<file path="src/rtl/pipelining_pkg.sv">
// ---------------------------------------------------------------------------
// pipelining_pkg
// Purpose : shared width helpers for the pipelining blocks. The count width
//           must hold the values 0..DEPTH inclusive; the pointer width must
//           address DEPTH entries.
// Ports   : none (package).
// ---------------------------------------------------------------------------
package pipelining_pkg;

  // Bits needed for an occupancy count ranging 0..depth.
  function automatic int cnt_width(input int depth);
    return $clog2(depth + 1);
  endfunction

  // Bits needed for a pointer ranging 0..depth-1, never narrower than 1.
  function automatic int ptr_width(input int depth);
    return (depth > 1) ? $clog2(depth) : 1;
  endfunction

endpackage

</file>
<file path="src/rtl/ring_pointer.sv">
// ---------------------------------------------------------------------------
// ring_pointer
// Purpose : wrapping index for a ring of DEPTH entries (DEPTH need not be a
//           power of two).
// Ports   : clk_i  - clock
//           rst_i  - asynchronous active-high reset, zeroes the pointer
//           incr   - advance by one, wrapping DEPTH-1 -> 0
//           clr    - synchronous clear to 0, wins over incr
//           ptr    - current pointer value
// ---------------------------------------------------------------------------
module ring_pointer
  import pipelining_pkg::*;
#(
  parameter int DEPTH = 2,
  parameter int PTR_W = ptr_width(DEPTH)
) (
  input  logic             clk_i,
  input  logic             rst_i,
  input  logic             incr,
  input  logic             clr,
  output logic [PTR_W-1:0] ptr
);

  // Explicit wrap compare so non power-of-two depths work.
  always_ff @(posedge clk_i or posedge rst_i) begin
    if (rst_i) begin
      ptr <= '0;
    end else if (clr) begin
      ptr <= '0;
    end else if (incr) begin
      if (ptr == PTR_W'(DEPTH - 1)) ptr <= '0;
      else                          ptr <= ptr + PTR_W'(1);
    end
  end

endmodule

</file>
<file path="src/rtl/pipeline_buffer.sv">
// ---------------------------------------------------------------------------
// pipeline_buffer
// Purpose : DEPTH-entry FIFO ring between a valid/ready producer and a
//           valid/ready consumer, with external stall and flush controls.
// Ports   : clk_i, rst_i (async active-high)
//           s_data_data/valid/ready  - producer side
//           m_data_data/valid/ready  - consumer side (data is zero when !valid)
//           s_ctrl_stall             - freezes both handshakes and all state
//           s_ctrl_flush             - blocks handshakes, empties the ring
//           s_status_busy/full/count - occupancy status
// Config  : PIPELINE_BUFFER_FALLTHROUGH_EN - when defined, an empty buffer
//           passes s_data_* straight to m_data_* with zero latency; when not
//           defined, output is registered with exactly one cycle of latency.
// ---------------------------------------------------------------------------
module pipeline_buffer
  import pipelining_pkg::*;
#(
  parameter int DATA_WIDTH = 32,
  parameter int DEPTH      = 2
) (
  input  logic                         clk_i,
  input  logic                         rst_i,
  input  logic [DATA_WIDTH-1:0]        s_data_data,
  input  logic                         s_data_valid,
  output logic                         s_data_ready,
  output logic [DATA_WIDTH-1:0]        m_data_data,
  output logic                         m_data_valid,
  input  logic                         m_data_ready,
  input  logic                         s_ctrl_stall,
  input  logic                         s_ctrl_flush,
  output logic                         s_status_busy,
  output logic                         s_status_full,
  output logic [$clog2(DEPTH+1)-1:0]   s_status_count
);

  localparam int CNT_W = cnt_width(DEPTH);
  localparam int PTR_W = ptr_width(DEPTH);

  logic [DATA_WIDTH-1:0] mem [DEPTH];
  logic [PTR_W-1:0]      wr_ptr;
  logic [PTR_W-1:0]      rd_ptr;
  logic [CNT_W-1:0]      count;
  logic [DATA_WIDTH-1:0] rd_data;
  logic                  empty;
  logic                  full;
  logic                  open_gate;
  logic                  push;
  logic                  pop;
  logic                  store_push;
  logic                  store_pop;

  // Handshake gating. Reset is folded in so that outputs are quiet for the
  // whole time rst_i is high, not just after the first edge.
  always_comb begin
    open_gate    = ~rst_i & ~s_ctrl_stall & ~s_ctrl_flush;
    empty        = (count == '0);
    full         = (count == CNT_W'(DEPTH));
    s_data_ready = open_gate & ~full;
`ifdef PIPELINE_BUFFER_FALLTHROUGH_EN
    m_data_valid = open_gate & (~empty | s_data_valid);
    rd_data      = empty ? s_data_data : mem[rd_ptr];
`else
    m_data_valid = open_gate & ~empty;
    rd_data      = mem[rd_ptr];
`endif
    m_data_data  = m_data_valid ? rd_data : '0;
    push         = s_data_valid & s_data_ready;
    pop          = m_data_valid & m_data_ready;
`ifdef PIPELINE_BUFFER_FALLTHROUGH_EN
    // A bypassed payload never touches storage; a payload offered while
    // empty but not taken is stored as usual.
    store_push   = push & ~(empty & m_data_ready);
    store_pop    = pop & ~empty;
`else
    store_push   = push;
    store_pop    = pop;
`endif
  end

  ring_pointer #(.DEPTH(DEPTH)) u_wr_ptr (
    .clk_i (clk_i),
    .rst_i (rst_i),
    .incr  (store_push),
    .clr   (s_ctrl_flush),
    .ptr   (wr_ptr)
  );

  ring_pointer #(.DEPTH(DEPTH)) u_rd_ptr (
    .clk_i (clk_i),
    .rst_i (rst_i),
    .incr  (store_pop),
    .clr   (s_ctrl_flush),
    .ptr   (rd_ptr)
  );

  // Occupancy: simultaneous push and pop cancel out. Handshake gating makes
  // overflow and underflow impossible, so no saturation is needed here.
  always_ff @(posedge clk_i or posedge rst_i) begin
    if (rst_i) begin
      count <= '0;
    end else if (s_ctrl_flush) begin
      count <= '0;
    end else begin
      case ({store_push, store_pop})
        2'b10:   count <= count + CNT_W'(1);
        2'b01:   count <= count - CNT_W'(1);
        default: count <= count;
      endcase
    end
  end

  // Storage is cleared by reset so no stale payload survives it.
  always_ff @(posedge clk_i or posedge rst_i) begin
    if (rst_i) begin
      for (int i = 0; i < DEPTH; i++) mem[i] <= '0;
    end else if (store_push) begin
      mem[wr_ptr] <= s_data_data;
    end
  end

  assign s_status_busy  = ~empty;
  assign s_status_full  = full;
  assign s_status_count = count;

endmodule

</file>
<file path="config.mk">
export PLATFORM = sky130hd
export DESIGN_NAME = pipeline_buffer
export DESIGN_NICKNAME = d
export VERILOG_FILES = /design/src/rtl/pipelining_pkg.sv /design/src/rtl/ring_pointer.sv /design/src/rtl/pipeline_buffer.sv
export SDC_FILE = /design/constraint.sdc
export NUM_CORES = 1
export LEC_CHECK = 0
export ABC_AREA = 1
export ABC_CLOCK_PERIOD_IN_PS = 4000
export CORE_ASPECT_RATIO = 1.2
export CORE_MARGIN = 2
export CORE_UTILIZATION = 40
export CTS_CLUSTER_DIAMETER = 150
export CTS_CLUSTER_SIZE = 25
export DETAILED_ROUTE_END_ITERATION = 7
export PLACE_DENSITY = 0.66
export SLEW_MARGIN = 20
export SYNTH_ARGS = -nofsm -noshare
export SYNTH_HDL_FRONTEND = slang
export SYNTH_SLANG_ARGS = --single-unit
</file>
<file path="constraint.sdc">
create_clock -name clk_i -period 4 [get_ports clk_i]
set_input_delay 0.8 -clock clk_i [delete_from_list [all_inputs] [get_ports clk_i]]
set_output_delay 0.8 -clock clk_i [all_outputs]
set_load 0.05 [all_outputs]
</file>
==> flow_metrics.env, run 1 <==
export IMPL_status="finished, final reports clean"
export IMPL_cts_root_buffer="clkbuf_8"
export IMPL_wl_per_cell_um=12.71
export IMPL_gp_congestion=0.7839
export IMPL_holdBufCountCts=0
export IMPL_yosysSeqAreaShare_pct=51.73
export IMPL_ys_types=22
export IMPL_grt_pass1_vias=2555
export IMPL_tns_ps=0
export IMPL_report_final_slew_viol_count=0
export IMPL_clk_insertion_delay_late_ps=330
export IMPL_dp_hpwl_mm=4.599
export IMPL_boundaryPins=76
export IMPL_port_buffers=75
export IMPL_yosys_warnings=0
export IMPL_critPathMaxStageDelay_ps=480
export IMPL_drtPass1Iterations=4
export IMPL_dieArea_sq_mm=0.008968
export IMPL_relSlewSlack_pct=37.59
export IMPL_path_max_fanout=22
export IMPL_grt_max_degree=66
export IMPL_finalSetupViolCount=0
export IMPL_powerDensity_mw_per_mm2=408.8
export IMPL_cts_path_max_buffers=2
export IMPL_cts_made_buffers=9
export IMPL_finalHoldViolations=0
export IMPL_core_sq_mm=0.008063
export IMPL_clock_skew_ps=12.03
export IMPL_holdWs_ps=481.4
export IMPL_syn_num_nets=427
export IMPL_clk_pin_slew_ps=60
export IMPL_drtIter0Drc=178
export IMPL_initial_core_util_pct=40.80
export IMPL_diodes=0
export IMPL_syn_area_sq_mm=0.003289
export IMPL_min_from="mem[28]$_DFFE_PP0P_"
export IMPL_fp_dieH_um=103.3
export IMPL_grt_pass1_wl_mm=11.64
export IMPL_worst_setup_path_end_kind="output pin"
export IMPL_postSynthAreaPerCell_sq_um=8.456
export IMPL_crit_arrival_ps=2620
export IMPL_post_route_util_pct=51.49
export IMPL_critPathLaunchType="input port"
export IMPL_power_leakage_nw=2.054
export IMPL_layout_min_cycle_time_ps=3423
export IMPL_rsz0062_at_grt="no"
export IMPL_finalWirelength_mm=7.056
export IMPL_die_w_um=86.78
export IMPL_placedCellCount=542
export IMPL_criticalPathCategory="in2out"
export IMPL_max_freq_mhz=292.1
export IMPL_post_cts_resize_count=0
export IMPL_drcViolationCount=0
export IMPL_hp_class="reg2reg"
export IMPL_htree_levels=3
export IMPL_drv_cap=0
export IMPL_ys_seq_elements=68
export IMPL_netlist_instances=389
export IMPL_slowest_stage="clkdlybuf4s50_1"
export IMPL_area_growth_pct=26.21
export IMPL_layout_common_cells="nand2_1 (121), dfrtp_1 (68), inv_1 (42), clkdlybuf4s50_1 (42), buf_4 (39)"
export IMPL_fin_crit_sh_pct=85.57
export IMPL_total_power_mw=1.697
export IMPL_final_common_cell="nand2_1"
export IMPL_vdd_drop_max_mv=0.1686
export IMPL_tritoncts="yes"
export IMPL_crit_top_cell="buf_4"
export IMPL_rows=36
export IMPL_vias=2663
export IMPL_cp_cell_sequence="clkdlybuf4s50_1, nor2_4, nand3_2, buf_4, a21oi_1, buf_4"
export IMPL_grt_usage_pct=16.51
export IMPL_cts_setup_buffers=0
export IMPL_final_antenna_net_count=0
export IMPL_worstReg2RegStart="s_status_count[0]$_DFFE_PP0P_"
export IMPL_nNetsFinal=496
export IMPL_cts_sinks=68
export IMPL_antenna_found_initial=0
export IMPL_via_per_inst=4.798
export IMPL_final_instance_count_excl_fill=555
export IMPL_cp_required_ps=3200
export IMPL_gr_total_overflow=0
export IMPL_crit_start="s_ctrl_flush"
export IMPL_worst_pin_slew_ps=936.2
export IMPL_drive_gt1_share_pct=22.17
-- cell usage after synthesis --
| cell | count | area [sq um] |
|---|---|---|
| clkinv_1 | 1 | 3.750 |
| o21ai_0 | 10 | 50.05 |
| nand2_4 | 2 | 22.52 |
| nand3b_1 | 1 | 7.510 |
| o21ai_1 | 32 | 160.2 |
| nand3_1 | 3 | 15.01 |
| inv_2 | 1 | 3.750 |
| nor2_1 | 2 | 7.510 |
| a21oi_1 | 33 | 165.2 |
| nor2_4 | 1 | 11.26 |
| nand3_2 | 1 | 10.01 |
| dfrtp_1 | 68 | 1702 |
| inv_1 | 43 | 161.4 |
| nand2_2 | 19 | 118.9 |
| buf_6 | 6 | 67.56 |
| nand2_1 | 121 | 454.2 |
| buf_2 | 6 | 30.03 |
| o21ai_2 | 23 | 201.4 |
| nor2_8 | 1 | 20.02 |
| nand4_1 | 3 | 18.77 |
| clkbuf_1 | 11 | 41.29 |
| nand3_4 | 1 | 17.52 |
-- layer usage --
layer / up-vias / track usage [%] / share of wire (%)
li1: 1357 / - / -
met1: 1247 / 21.61 / 47
met2: 52 / 27.07 / 48
met3: 7 / 2.857 / 3.5
met4: 0 / 7.091 / 1.5
met5: - / 0 / 0
-- state kept, by name, summed over array words and instances, names as in the netlist --
name and count:
mem 64, s_status_count 2, u_rd_ptr.ptr 1, u_wr_ptr.ptr 1
-- final cells by class --
class	instances	area, sq um
Clock buffer	11	151.4
Timing Repair Buffer	81	713.2
Inverter	45	168.9
Multi-Input combinational cell	253	1285
Clock inverter	2	12.51
Sequential cell	68	1702
Fill cell	790	3911
Tap cell	95	118.9
-- cells by family (layout without fill, tap and decap cells) --
group	after synthesis	after routing	synth area share, %
AO/OA/AOI/OAI	98	98	17.54
buffers and inverters	68	139	9.357
flip-flops	68	68	51.73
AND/OR/NAND/NOR	155	155	21.38
-- critical path, delay by kind of cell --
kind                   cells  cell delay, ps
and+or+nand+nor            2             620
buffers and inverters      3            1060
AOI/OAI and AO/OA          1             140
-- stage by stage --
stage / cell area [sq um] / setup WS [ps]
2_1_floorplan: 3289 / 774.9
3_3_place_gp: 3988 / 585.1
3_5_place_dp: 3988 / 564.6
4_1_cts: 4151 / 557.1
5_1_grt: 4151 / 413.1
6_report: 4151 / 577.1
-- power breakdown --
part           internal (mW)  switching (mW)
Sequential             0.808          0.0719
Combinational          0.153           0.188
Clock                  0.247           0.229
Total                   1.21           0.489
-- path summary, 6_finish.rpt --
path	cells after the start	to	slack, ps
setup / recovery	6	m_data_data[29]	580
hold / removal	2	mem[28]$_DFFE_PP0P_	480
setup reg to reg	7	mem[49]$_DFFE_PP0P_	2220
hold reg to reg	2	mem[28]$_DFFE_PP0P_	480
max in group asynchronous	3	mem[33]$_DFFE_PP0P_	2140
min in group asynchronous	2	s_status_count[0]$_DFFE_PP0P_	1070
(Power assumes the default switching activity.)
==> run 2, diff against run 1 <==
- CELL_PAD_IN_SITES_DETAIL_PLACEMENT: default -> 0
- CELL_PAD_IN_SITES_GLOBAL_PLACEMENT: default -> 1
- PLACE_DENSITY: 0.66 -> default
- PLACE_DENSITY_LB_ADDON: default -> 0.1
==> flow_metrics.env, run 2 (same netlist as run 1, synthesis figures left out) <==
export IMPL_fill_cells=815
export IMPL_fp_dieH_um=103.3
export IMPL_grt_usage_pct=17.61
export IMPL_cp_cell_sequence="clkdlybuf4s50_1, nor2_4, nand3_2, buf_12, a21oi_1, buf_4"
export IMPL_worstReg2RegStart="s_status_count[1]$_DFFE_PP0P_"
export IMPL_gp_congestion=0.7147
export IMPL_status="finished, final reports clean"
export IMPL_relSlewSlack_pct=38.04
export IMPL_wl_per_cell_um=13.23
export IMPL_crit_start="s_ctrl_flush"
export IMPL_boundaryPins=76
export IMPL_clk_pin_slew_ps=80
export IMPL_cts_root_buffer="clkbuf_8"
export IMPL_post_cts_resize_count=0
export IMPL_tritoncts="yes"
export IMPL_cts_setup_buffers=0
export IMPL_cts_path_max_buffers=2
export IMPL_vdd_drop_max_mv=0.1797
export IMPL_fin_crit_sh_pct=83.68
export IMPL_criticalPathCategory="in2out"
export IMPL_holdWs_ps=484.7
export IMPL_drive_gt1_share_pct=22.13
export IMPL_hp_class="reg2reg"
export IMPL_report_final_slew_viol_count=0
export IMPL_drtIter0Drc=149
export IMPL_drv_cap=0
export IMPL_final_area_sq_mm=0.004187
export IMPL_antenna_found_initial=0
export IMPL_finalWirelength_mm=7.355
export IMPL_cts_sinks=68
export IMPL_critPathMaxStageDelay_ps=480
export IMPL_clk_insertion_delay_late_ps=340
export IMPL_initial_core_util_pct=40.80
export IMPL_crit_arrival_ps=2550
export IMPL_layout_common_cells="nand2_1 (121), dfrtp_1 (68), inv_1 (42), clkdlybuf4s50_1 (42), buf_4 (36)"
export IMPL_die_w_um=86.78
export IMPL_placed_area_sq_mm=0.004005
export IMPL_htree_levels=3
export IMPL_gr_total_overflow=0
export IMPL_core_sq_mm=0.008063
export IMPL_layout_min_cycle_time_ps=3347
export IMPL_top_register="mem"
export IMPL_powerDensity_mw_per_mm2=418.6
export IMPL_final_common_cell="nand2_1"
export IMPL_via_per_inst=4.862
export IMPL_area_growth_pct=27.27
export IMPL_grt_max_degree=66
export IMPL_final_antenna_net_count=0
export IMPL_power_leakage_nw=2.072
export IMPL_holdBufCountCts=0
export IMPL_critPathLaunchType="input port"
export IMPL_rrSetupSlack_ps=2180
export IMPL_slowest_stage="clkdlybuf4s50_1"
export IMPL_tns_ps=0
export IMPL_path_max_fanout=18
export IMPL_seqCellArea_sq_mm=0.001702
export IMPL_dp_hpwl_mm=4.668
export IMPL_finalSetupViolCount=0
export IMPL_nNetsFinal=495
export IMPL_worst_setup_path_end_kind="output pin"
export IMPL_grt_pass1_vias=2561
export IMPL_min_from="mem[39]$_DFFE_PP0P_"
export IMPL_max_freq_mhz=298.8
export IMPL_diodes=0
export IMPL_largest_reg_flops=64
export IMPL_multi_input_area_sq_mm=0.001285
export IMPL_grt_pass1_wl_mm=12.29
export IMPL_port_buffers=75
export IMPL_cp_required_ps=3200
export IMPL_worst_pin_slew_ps=929.4
export IMPL_cts_made_buffers=9
export IMPL_drcViolationCount=0
export IMPL_drtPass1Iterations=4
export IMPL_rows=36
export IMPL_dieArea_sq_mm=0.008968
export IMPL_finalHoldViolations=0
export IMPL_clock_skew_ps=12.44
export IMPL_vias=2703
export IMPL_total_power_mw=1.753
export IMPL_rsz0062_at_grt="no"
run 2: cell count changes in the layout (fill, tap and decap cells not counted):
cell | previous run | this run
clkinv_2 | 1 | 3
clkbuf_8 | 11 | 9
buf_12 | 0 | 2
clkbuf_1 | 0 | 1
buf_4 | 39 | 36
clkinv_4 | 0 | 1
clkinvlp_4 | 1 | 0
bufinv_16 | 0 | 1
run 2: path summary, 6_finish.rpt:
| kind | endpoint | cells past startpoint |
|---|---|---|
| hold / removal | mem[39]$_DFFE_PP0P_ | 2 |
| min in group asynchronous | s_status_count[0]$_DFFE_PP0P_ | 2 |
| max in group asynchronous | mem[25]$_DFFE_PP0P_ | 3 |
| setup / recovery | m_data_data[25] | 6 |
| setup reg to reg | s_status_count[1]$_DFFE_PP0P_ | 8 |
| hold reg to reg | mem[39]$_DFFE_PP0P_ | 2 |
run 2: per-stage QoR:
step,setup WS (ps),cells,util (%)
2_1_floorplan,774.9,389,-
3_3_place_gp,673.9,541,49.67
3_5_place_dp,626.3,541,49.67
4_1_cts,616.5,556,51.92
5_1_grt,489.1,556,51.92
6_report,652.9,556,51.92
run 2: worst max-delay path, delay by kind of cell:
| family | cells | cell delay (ps) |
|---|---|---|
| buf+inv | 3 | 1020 |
| simple gates | 2 | 590 |
| compound gates | 1 | 140 |
run 2: report_power, final:
group / internal (mW) / total, mW / leakage, nW / switching, mW
registers: 0.808 / 0.879 / 0.889 / 0.0710
logic: 0.154 / 0.344 / 1.09 / 0.190
clock network: 0.282 / 0.529 / 0.0959 / 0.247
run 2: routing by layer:
metal  part of all wire [%]  vias to the layer above  GRT usage (%)
li1                       -                     1362              -
met1                     48                     1272          23.22
met2                     47                       57          29.07
met3                    3.2                       12          2.460
met4                    1.9                        0          7.572
met5                      0                        -              0
run 2: layout make-up:
class / count / share of cell area (%)
flip-flops and latches: 68 / 40.65
multi-input cells: 253 / 30.69
repair buffers: 80 / 17.45
inverters: 45 / 4.035
clock buffers: 10 / 3.048
well taps: 95 / 2.839
clock inverters: 5 / 1.285
==> run 3, diff against run 2 <==
- ABC_CLOCK_PERIOD_IN_PS: 4000 -> 3350
- CORE_UTILIZATION: 40 -> 37
- clock period: 4 -> 3.35 ns (I/O delays scaled with it)
==> flow_metrics.env, run 3 (same netlist as run 1, synthesis figures left out) <==
export IMPL_status="finished, final reports clean"
export IMPL_cts_setup_buffers=0
export IMPL_final_antenna_net_count=0
export IMPL_vias=2676
export IMPL_finalHoldViolations=0
export IMPL_p_comb_share_pct=19.4
export IMPL_clk_insertion_delay_late_ps=330
export IMPL_powerDensity_mw_per_mm2=500.8
export IMPL_power_share_switching_pct=28.80
export IMPL_dp_hpwl_mm=4.849
export IMPL_relSlewSlack_pct=55.18
export IMPL_finalSetupViolCount=0
export IMPL_cts_root_buffer="clkbuf_8"
export IMPL_drtIter0Drc=127
export IMPL_htree_levels=3
export IMPL_fill_cells=885
export IMPL_gp_congestion=0.7602
export IMPL_boundaryPins=76
export IMPL_cts_path_max_buffers=2
export IMPL_diodes=0
export IMPL_hp_class="reg2reg"
export IMPL_critPathLaunchType="input port"
export IMPL_p_switching_mw=0.6120
export IMPL_drcViolationCount=0
export IMPL_via_per_inst=4.614
export IMPL_clk_pin_slew_ps=80
export IMPL_path_max_fanout=24
export IMPL_gr_total_overflow=0
export IMPL_area_growth_pct=29.02
export IMPL_drive_gt1_share_pct=22.46
export IMPL_multi_input_area_sq_mm=0.001285
export IMPL_drv_cap=0
export IMPL_seqPwrFrac_pct=49.4
export IMPL_initial_core_util_pct=38.20
export IMPL_path_delay_family="buffers and inverters"
export IMPL_tritoncts="yes"
export IMPL_final_common_cell="nand2_1"
export IMPL_worst_pin_slew_ps=671.7
export IMPL_cp_required_ps=2680
export IMPL_p_clk_share_pct=31.2
export IMPL_cts_made_buffers=9
export IMPL_die_w_um=90.08
export IMPL_grt_max_degree=65
export IMPL_worst_setup_path_end_kind="output pin"
export IMPL_port_buffers=75
export IMPL_power_leakage_nw=2.088
export IMPL_holdBufCountCts=0
export IMPL_nNetsFinal=496
export IMPL_grt_pass1_vias=2557
export IMPL_cp_cell_sequence="clkdlybuf4s50_1, nor2_4, nand3_2, buf_12, a21oi_1, buf_4"
export IMPL_seqCellArea_sq_mm=0.001702
export IMPL_holdWs_ps=485.5
export IMPL_cp_buffers_inverters=3
export IMPL_criticalPathCategory="in2out"
export IMPL_report_final_slew_viol_count=0
export IMPL_antenna_found_initial=0
export IMPL_rsz0062_at_grt="no"
export IMPL_fin_crit_sh_pct=88.92
export IMPL_total_power_mw=2.125
export IMPL_top_register="mem"
export IMPL_grt_pass1_wl_mm=12.25
export IMPL_fp_dieH_um=107.3
export IMPL_clock_skew_ps=13.61
export IMPL_post_cts_resize_count=0
export IMPL_cts_sinks=68
export IMPL_max_freq_mhz=335.7
export IMPL_dieArea_sq_mm=0.009664
export IMPL_grt_usage_pct=16.00
export IMPL_layout_min_cycle_time_ps=2979
export IMPL_critPathMaxStageDelay_ps=470
export IMPL_crit_arrival_ps=2310
export IMPL_placed_area_sq_mm=0.004050
export IMPL_vdd_drop_max_mv=0.1923
export IMPL_final_area_sq_mm=0.004244
export IMPL_slowest_stage="clkdlybuf4s50_1"
export IMPL_p_int_mw=1.513
export IMPL_finalWirelength_mm=7.463
export IMPL_layout_common_cells="nand2_1 (121), dfrtp_1 (68), inv_1 (42), clkdlybuf4s50_1 (41), buf_4 (37)"
export IMPL_wl_per_cell_um=12.87
export IMPL_largest_reg_flops=64
export IMPL_tns_ps=0
export IMPL_drtPass1Iterations=5
export IMPL_rows=37
export IMPL_core_sq_mm=0.008611
export IMPL_post_route_util_pct=49.29
run 3: power by group through the flow:
stage          registers [mW]  clock network [mW]  logic, mW
2_1_floorplan            1.05                   0      0.297
3_3_place_gp             1.06                   0      0.414
3_5_place_dp             1.06                   0      0.419
4_1_cts                  1.05               0.688      0.419
5_1_grt                  1.07               0.723      0.465
6_report                 1.05               0.664      0.412
run 3: layout make-up:
| cell class | count | share of cell area (%) |
|---|---|---|
| sequential | 68 | 40.09 |
| multi-input combinational | 253 | 30.28 |
| clock buffer | 12 | 3.420 |
| clock inverter | 4 | 1.150 |
| timing repair buffer | 81 | 17.63 |
| tap | 117 | 3.449 |
| inverter | 45 | 3.980 |
run 3: per-layer routing:
metal / GRT usage [%] / up-vias / part of all wire (%)
li1: - / 1362 / -
met1: 20.36 / 1232 / 46
met2: 26.75 / 74 / 48
met3: 3.711 / 8 / 4.6
met4: 5.934 / 0 / 1.2
met5: 0 / - / 0
run 3: metrics by stage:
step	cells	setup WS (ps)
after floorplan	389	254.9
after global placement	564	360.8
after detailed placement	564	343.2
after CTS	580	335.4
after global routing	580	263.2
final	580	371.2
run 3: worst register-to-register path, stage by stage (launching register included):
cell	delay (ps)
dfrtp_1	440
inv_1	80
nand2_1	120
nand3_2	250
buf_12	270
nor2_1	130
nand2_1	120
nand4_1	80
nand2_1	50
run 3: worst paths after layout:
kind	startpoint	slack, ps	endpoint	cells after the start
min reg2reg	mem[38]$_DFFE_PP0P_	490	mem[38]$_DFFE_PP0P_	2
min in group asynchronous	rst_i	810	mem[47]$_DFFE_PP0P_	2
max reg2reg	s_status_count[1]$_DFFE_PP0P_	1700	s_status_count[0]$_DFFE_PP0P_	8
max	s_ctrl_flush	370	m_data_data[19]	6
max in group asynchronous	rst_i	1800	mem[50]$_DFFE_PP0P_	3
min	mem[38]$_DFFE_PP0P_	490	mem[38]$_DFFE_PP0P_	2
